$ cat src/rtl/clock_pkg.sv
// Shared types and constants for the digital-clock timekeeping controller.
// TWELVE_HOUR_EN selects the 12-hour display conversion helper's use in the top.
package clock_pkg;

  localparam int unsigned SEC_W  = 6;
  localparam int unsigned MIN_W  = 6;
  localparam int unsigned HOUR_W = 5;

  localparam logic [SEC_W-1:0]  SEC_MAX     = 6'd59;
  localparam logic [MIN_W-1:0]  MIN_MAX     = 6'd59;
  localparam logic [HOUR_W-1:0] HOUR_MAX    = 5'd23;
  localparam logic [HOUR_W-1:0] HOUR_OFFSET = 5'd12;

  typedef enum logic [1:0] {
    StRun      = 2'd0,
    StSetHours = 2'd1,
    StSetMins  = 2'd2
  } state_e;

  typedef struct packed {
    logic              pm;
    logic [HOUR_W-1:0] hours;
  } hour12_t;

  // 0 shows as 12 AM, 12 as 12 PM, 13..23 as 1..11 PM.
  function automatic hour12_t to_12h(logic [HOUR_W-1:0] h24);
    hour12_t r;
    r.pm = (h24 >= HOUR_OFFSET);
    if (h24 == '0) begin
      r.hours = HOUR_OFFSET;
    end else if (h24 > HOUR_OFFSET) begin
      r.hours = h24 - HOUR_OFFSET;
    end else begin
      r.hours = h24;
    end
    return r;
  endfunction

endpackage

$ cat src/rtl/clock_time_ctrl_if.sv
// Button inputs and time/display outputs of the clock controller.
// TWELVE_HOUR_EN adds the pm signal.
interface clock_time_ctrl_if;
  import clock_pkg::*;

  logic              btn_mode;
  logic              btn_inc;
  logic [SEC_W-1:0]  secs;
  logic [MIN_W-1:0]  mins;
  logic [HOUR_W-1:0] hours;
  state_e            state;
  logic              sec_tick;
  logic              blink_hide;
`ifdef TWELVE_HOUR_EN
  logic              pm;

  modport master (
    output btn_mode, btn_inc,
    input  secs, mins, hours, state, sec_tick, blink_hide, pm
  );

  modport slave (
    input  btn_mode, btn_inc,
    output secs, mins, hours, state, sec_tick, blink_hide, pm
  );
`else
  modport master (
    output btn_mode, btn_inc,
    input  secs, mins, hours, state, sec_tick, blink_hide
  );

  modport slave (
    input  btn_mode, btn_inc,
    output secs, mins, hours, state, sec_tick, blink_hide
  );
`endif

endinterface

$ cat src/rtl/tick_gen.sv
// Terminal-count divider: counts 0..Count-1 while enabled and pulses on the last count.
// Clear forces the count to 0 but does not mask the pulse of the current cycle.
module tick_gen #(
  parameter int unsigned Count = 10
) (
  input  logic clk,
  input  logic rst_n,
  input  logic en_i,
  input  logic clr_i,
  output logic tick_o
);

  localparam int unsigned CntW = (Count > 1) ? $clog2(Count) : 1;
  localparam logic [CntW-1:0] Last = CntW'(Count - 1);

  logic [CntW-1:0] cnt_q, cnt_d;

  assign tick_o = en_i && (cnt_q == Last);

  always_comb begin
    cnt_d = cnt_q;
    if (clr_i) begin
      cnt_d = '0;
    end else if (en_i) begin
      cnt_d = tick_o ? '0 : cnt_q + CntW'(1);
    end
  end

  always_ff @(posedge clk or negedge rst_n) begin
    if (!rst_n) begin
      cnt_q <= '0;
    end else begin
      cnt_q <= cnt_d;
    end
  end

endmodule

$ cat src/rtl/clock_time_ctrl.sv
// Timekeeping and set-mode controller: 1 Hz time base, RUN/SET_HOURS/SET_MINS FSM, blink gate.
// TWELVE_HOUR_EN converts the hours output to 12-hour form and adds pm.
module clock_time_ctrl
  import clock_pkg::*;
#(
  parameter int unsigned CLK_HZ   = 100000000,
  parameter int unsigned BLINK_HZ = 2
) (
  input  logic                clk,
  input  logic                rst_n,
  clock_time_ctrl_if.slave    bus
);

  localparam int unsigned BlinkRaw  = CLK_HZ / (2 * BLINK_HZ);
  localparam int unsigned BlinkHalf = (BlinkRaw > 0) ? BlinkRaw : 1;

  state_e            state_q, state_d;
  logic [SEC_W-1:0]  secs_q, secs_d;
  logic [MIN_W-1:0]  mins_q, mins_d;
  logic [HOUR_W-1:0] hours_q, hours_d;
  logic              sec_tick_q, sec_tick_d;
  logic              phase_q, phase_d;
  logic              hide_q, hide_d;

  logic tick_1hz;
  logic tick_blink;
  logic state_chg;

  assign state_chg = (state_d != state_q);

  // Cleared from the next state so the divider already reads 0 on entry to a set state.
  tick_gen #(
    .Count (CLK_HZ)
  ) u_sec_div (
    .clk    (clk),
    .rst_n  (rst_n),
    .en_i   (state_q == StRun),
    .clr_i  (state_d != StRun),
    .tick_o (tick_1hz)
  );

  tick_gen #(
    .Count (BlinkHalf)
  ) u_blink_div (
    .clk    (clk),
    .rst_n  (rst_n),
    .en_i   (state_q != StRun),
    .clr_i  (state_chg),
    .tick_o (tick_blink)
  );

  always_comb begin
    state_d    = state_q;
    secs_d     = secs_q;
    mins_d     = mins_q;
    hours_d    = hours_q;
    sec_tick_d = 1'b0;
    case (state_q)
      StRun: begin
        // Full carry chain resolves in one cycle.
        if (tick_1hz) begin
          sec_tick_d = 1'b1;
          if (secs_q == SEC_MAX) begin
            secs_d = '0;
            if (mins_q == MIN_MAX) begin
              mins_d  = '0;
              hours_d = (hours_q == HOUR_MAX) ? '0 : hours_q + HOUR_W'(1);
            end else begin
              mins_d = mins_q + MIN_W'(1);
            end
          end else begin
            secs_d = secs_q + SEC_W'(1);
          end
        end
        if (bus.btn_mode) begin
          state_d = StSetHours;
        end
      end
      StSetHours: begin
        if (bus.btn_mode) begin
          state_d = StSetMins;
        end else if (bus.btn_inc) begin
          hours_d = (hours_q == HOUR_MAX) ? '0 : hours_q + HOUR_W'(1);
        end
      end
      StSetMins: begin
        if (bus.btn_mode) begin
          state_d = StRun;
          secs_d  = '0;
        end else if (bus.btn_inc) begin
          mins_d = (mins_q == MIN_MAX) ? '0 : mins_q + MIN_W'(1);
        end
      end
      default: begin
        state_d = StRun;
      end
    endcase
  end

  always_comb begin
    phase_d = phase_q;
    if (state_chg) begin
      phase_d = 1'b0;
    end else if (tick_blink) begin
      phase_d = ~phase_q;
    end
    hide_d = phase_d && (state_d != StRun);
  end

  always_ff @(posedge clk or negedge rst_n) begin
    if (!rst_n) begin
      state_q    <= StRun;
      secs_q     <= '0;
      mins_q     <= '0;
      hours_q    <= '0;
      sec_tick_q <= 1'b0;
      phase_q    <= 1'b0;
      hide_q     <= 1'b0;
    end else begin
      state_q    <= state_d;
      secs_q     <= secs_d;
      mins_q     <= mins_d;
      hours_q    <= hours_d;
      sec_tick_q <= sec_tick_d;
      phase_q    <= phase_d;
      hide_q     <= hide_d;
    end
  end

  assign bus.secs       = secs_q;
  assign bus.mins       = mins_q;
  assign bus.state      = state_q;
  assign bus.sec_tick   = sec_tick_q;
  assign bus.blink_hide = hide_q;

`ifdef TWELVE_HOUR_EN
  hour12_t h12;
  assign h12       = to_12h(hours_q);
  assign bus.hours = h12.hours;
  assign bus.pm    = h12.pm;
`else
  assign bus.hours = hours_q;
`endif

endmodule

$ cat src/flat_wrapper.sv
// flat-port wrapper written by rule: the top's interface ports become plain ports
module clock_time_ctrl_flat import clock_pkg::*;
#(
  parameter int unsigned CLK_HZ   = 100000000,
  parameter int unsigned BLINK_HZ = 2
)
  (clk, rst_n, bus_btn_mode, bus_btn_inc, bus_secs, bus_mins, bus_hours, bus_state, bus_sec_tick, bus_blink_hide);
  clock_time_ctrl_if bus_i ();
  input  logic clk;
  input  logic rst_n;
  input wire logic [$bits(bus_i.btn_mode)-1:0] bus_btn_mode;
  input wire logic [$bits(bus_i.btn_inc)-1:0] bus_btn_inc;
  output wire logic [$bits(bus_i.secs)-1:0] bus_secs;
  output wire logic [$bits(bus_i.mins)-1:0] bus_mins;
  output wire logic [$bits(bus_i.hours)-1:0] bus_hours;
  output wire logic [$bits(bus_i.state)-1:0] bus_state;
  output wire logic [$bits(bus_i.sec_tick)-1:0] bus_sec_tick;
  output wire logic [$bits(bus_i.blink_hide)-1:0] bus_blink_hide;
  assign bus_i.btn_mode = bus_btn_mode;
  assign bus_i.btn_inc = bus_btn_inc;
  assign bus_secs = bus_i.secs;
  assign bus_mins = bus_i.mins;
  assign bus_hours = bus_i.hours;
  assign bus_state = bus_i.state;
  assign bus_sec_tick = bus_i.sec_tick;
  assign bus_blink_hide = bus_i.blink_hide;
  clock_time_ctrl #(.CLK_HZ(CLK_HZ), .BLINK_HZ(BLINK_HZ)) u_core (.clk(clk), .rst_n(rst_n), .bus(bus_i));
endmodule
$ cat config.mk
export PLATFORM = sky130hd
export DESIGN_NAME = clock_time_ctrl_flat
export DESIGN_NICKNAME = d
export VERILOG_FILES = /design/src/rtl/clock_pkg.sv /design/src/rtl/clock_time_ctrl_if.sv /design/src/rtl/tick_gen.sv /design/src/rtl/clock_time_ctrl.sv /design/src/flat_wrapper.sv
export SDC_FILE = /design/constraint.sdc
export NUM_CORES = 1
export LEC_CHECK = 0
export CAP_MARGIN = 10
export CELL_PAD_IN_SITES_DETAIL_PLACEMENT = 0
export CELL_PAD_IN_SITES_GLOBAL_PLACEMENT = 1
export CORE_MARGIN = 2
export CORE_UTILIZATION = 32
export DETAILED_ROUTE_END_ITERATION = 12
export GPL_TIMING_DRIVEN = 0
export PLACE_DENSITY = 0.71
export SETUP_SLACK_MARGIN = 0.3
export SLEW_MARGIN = 40
export SYNTH_ARGS = -nofsm -noshare
export SYNTH_HDL_FRONTEND = slang
export SYNTH_SLANG_ARGS = --single-unit
$ cat constraint.sdc
create_clock -name clk -period 1.8 [get_ports clk]
set_input_delay 0.45 -clock clk [delete_from_list [all_inputs] [get_ports clk]]
set_output_delay 0.45 -clock clk [all_outputs]
set_load 0.005 [all_outputs]
==> results.yml, run 1 <==
status:
  status: "finished, violations left"
  violations: "setup timing"
global_route:
  grt_pass1_wl_um: 19930
  grt_pass1_vias: 4007
  grt_use_total: 0.1780
  grt_overflow: 0
  antenna_found_initial: 0
  grt_max_degree: 42
place:
  dp_hpwl_um: 6868
  place_ws_ps: -512.4
  port_buffers: 24
  dp.cells: 633
  gp_congestion: 0.8050
synth:
  ys_ff_latch: 74
  postSynthCellCount: 436
  async_reset_ff_frac: 1.000
  synth.top_cells.by_area: "dfrtp_1 (45%), nor2_1 (4.3%), nand2_1 (4.2%)"
  syn_avg_cell_area_um2: 9.427
  synth.distinct_cells: 61
  ys.flop_type: "dfrtp_1"
  yosysTopAreaCell: "dfrtp_1"
  synth_nets: 445
  synth-edff-count: 0
  yosysTopAreaCellShare: 0.4505
  synth_area_mm2: 0.004110
  yosysWarnings: 0
  seq_area_frac_synth: 0.4505
clock_network:
  clkSlewWorstSetupHoldPaths_ps: 70
  cts-htree-levels: 3
  cts_root_buf: "clkbuf_16"
  cts_buffer_depth: 2
  insertion_delay_ps: 350
  cts_buffers: 9
  cts_tree: "built"
  cts_sinks: 74
power_and_ir_drop:
  p_leak_nw: 2.738
  p_total_w: 0.007288
  ir_worst_vdd_uv: 451.5
  power.density_mw_per_mm2: 1106
timing:
  min_period_ps: 1890
  tightest_slew_ps: 384.0
  fin_worst_skew_ps: 12.65
  rsz0062_at_grt: "true"
  fmax_mhz: 529.0
  setup_violations: 15
  worst_slack_ps: -90.39
  report.final.slew_viol_count: 0
  final-hold-violation-count: 0
  finalCritPeriodShare: 1.050
  relSlewSlack: 0.7431
drt:
  drcViolationCount: 0
  vias_per_cell: 5.247
  wirelength_um: 12070
  drtIter0Drc: 246
  ant_nets: 0
  detail_route.wl_per_cell_um: 15.92
  vias: 3977
  drt_pass1_iterations: 4
worst_hold_path:
  min_path_type: "reg -> reg"
final_layout:
  fin_util: 0.5243
  area_delta_synth_final_pct: 60.33
  nets: 590
  fillers: 1106
  drive_gt1_frac: 0.5051
  layout_commonest_cell: "buf_4"
  layout.cells.non_filler: 758
  final_cell_mix: "buf_4 (84), dfrtp_1 (55), nand2_1 (40)"
  diodes: 0
die:
  start_util: 0.3270
  io_pins: 25
  rows: 41
  core-area_mm2: 0.01257
  dieArea_mm2: 0.01377
  die_x_um: 117.3
  die_h_um: 117.3
critical_path:
  worstPathMaxFanout: 7
  cp-start-kind: "register"
  worst_ep_required_time_ps: 2030
  critPathKind: "reg -> reg"
  endpoint_kind: "register"
  cp.arrival_ps: 2120
flow_run:
  maxCapViolations: 0
==> per-stage QoR <==
| step | area [µm²] | TNS [ps] | hold slack [ps] |
|---|---|---|---|
| final | 6590 | -670.0 | 521.7 |
| after detailed placement | 4838 | -21830 | 367.4 |
| after CTS | 6130 | -3885 | 514.8 |
| after global routing | 6590 | -4678 | 524.8 |
| after global placement | 4817 | -203540 | 480.8 |
| after floorplan | 4362 | -2.655 | 154.4 |
==> cell families after synthesis <==
| group | synth area share |
|---|---|
| adders and majority gates | 0.01522 |
| AOI/OAI and AO/OA | 0.1428 |
| and+or+nand+nor | 0.2715 |
| muxes | 0.02374 |
| DFF | 0.4505 |
| buffers and inverters | 0.03226 |
| xor gates and xnor gates | 0.06393 |
==> routing by layer <==
layer | share of wire | GRT usage | routed length, µm | vias to the layer above
li1 | - | - | - | 1901
met5 | 0 | 0 | 0 | -
met3 | 0.040 | 0.04669 | 485 | 17
met2 | 0.50 | 0.2913 | 6033 | 81
met1 | 0.45 | 0.2266 | 5379 | 1978
met4 | 0.014 | 0.06627 | 171 | 0
==> synthesized netlist by cell type, types with 2 or more instances <==
| cell type | instances |
|---|---|
| inv_1 | 14 |
| a41oi_1 | 9 |
| o31ai_1 | 4 |
| a22o_1 | 2 |
| nand4_1 | 17 |
| xor2_1 | 11 |
| nand2_1 | 46 |
| a31oi_1 | 18 |
| or3_1 | 2 |
| a21oi_1 | 12 |
| mux2_2 | 2 |
| nor3_2 | 3 |
| clkbuf_1 | 3 |
| and3_1 | 12 |
| or2_2 | 4 |
| xnor2_1 | 19 |
| nor4_4 | 3 |
| or4_1 | 2 |
| dfrtp_1 | 74 |
| o22ai_1 | 3 |
| o21ai_1 | 3 |
| a21boi_0 | 3 |
| mux2i_1 | 3 |
| nor4_1 | 3 |
| nand3_1 | 26 |
| nor2b_1 | 2 |
| o211ai_1 | 6 |
| nor3_1 | 6 |
| buf_4 | 2 |
| o21ai_0 | 16 |
| nor4b_1 | 2 |
| nand2b_1 | 3 |
| ha_1 | 5 |
| buf_2 | 9 |
| nor3b_1 | 3 |
| mux2_1 | 4 |
| o41ai_1 | 2 |
| or4_4 | 3 |
| and4_1 | 7 |
| nor2_1 | 47 |
==> cell type report <==
class / count / area, µm² / area share
Multi-Input combinational cell: 332 / 2765 / 0.4196
Sequential cell: 74 / 1876 / 0.2846
Timing Repair Buffer: 134 / 1190 / 0.1806
Clock buffer: 9 / 225.2 / 0.03418
Tap cell: 172 / 215.2 / 0.03266
Buffer: 16 / 170.2 / 0.02582
Clock inverter: 7 / 93.84 / 0.01424
Inverter: 14 / 55.05 / 0.008354
==> flip-flops by register name (all words and copies together), names as in the netlist <==
name / count
u_core.u_sec_div.cnt_q: 27
u_core.u_blink_div.cnt_q: 25
u_core.bus.mins: 6
u_core.bus.secs: 6
u_core.bus.hours: 5
u_core.bus.state: 2
u_core.bus.blink_hide: 1
u_core.bus.sec_tick: 1
u_core.phase_q: 1
==> power breakdown <==
| group | switching (W) | internal (W) | leakage (nW) | total, W |
|---|---|---|---|---|
| Sequential | 0.000216 | 0.00189 | 0.970 | 0.00210 |
| Clock | 0.000754 | 0.00121 | 0.151 | 0.00197 |
| Combinational | 0.00154 | 0.00168 | 1.62 | 0.00322 |
| Total | 0.00251 | 0.00478 | 2.74 | 0.00729 |
==> worst paths after layout <==
| kind | slack [ps] | from | cells after the start | end |
|---|---|---|---|---|
| worst max-delay path | -90 | u_core.u_blink_div.cnt_q[10]$_DFFE_PN0P_ | 7 | u_core.u_blink_div.cnt_q[20]$_DFFE_PN0P_ |
| worst min-delay path | 520 | u_core.u_sec_div.cnt_q[24]$_DFFE_PN0P_ | 1 | u_core.u_sec_div.cnt_q[24]$_DFFE_PN0P_ |
| worst max register to register | -90 | u_core.u_blink_div.cnt_q[10]$_DFFE_PN0P_ | 7 | u_core.u_blink_div.cnt_q[20]$_DFFE_PN0P_ |
| worst min register to register | 520 | u_core.u_sec_div.cnt_q[24]$_DFFE_PN0P_ | 1 | u_core.u_sec_div.cnt_q[24]$_DFFE_PN0P_ |
| max in group asynchronous | 690 | rst_n | 3 | u_core.bus.secs[3]$_DFFE_PN0P_ |
| min in group asynchronous | 560 | rst_n | 2 | u_core.u_sec_div.cnt_q[12]$_DFFE_PN0P_ |
==> worst max-delay path: stages (launching register included) <==
cell and delay [ps]:
dfrtp_1 380, or4_4 540, nor4_4 140, buf_4 180, a31oi_4 150, buf_4 180, a21oi_1 110, o22ai_1 90
==> timing repair <==
action,CTS,global route
hold buffers,1,0
gates cloned,5,0
pin swaps,46,32
buffers inserted,73,30
hold endpoints to repair,16,0
gates resized for setup,145,71
endpoints found under the setup margin,92,79
No activity file was read; power rests on OpenSTA's default activity.
==> inputs of run 2 (changes only) <==
- GPL_ROUTABILITY_DRIVEN: unset -> 0
==> results of run 2 <==
Same layout as run 1: the final DEF is identical, and so are final timing and power.
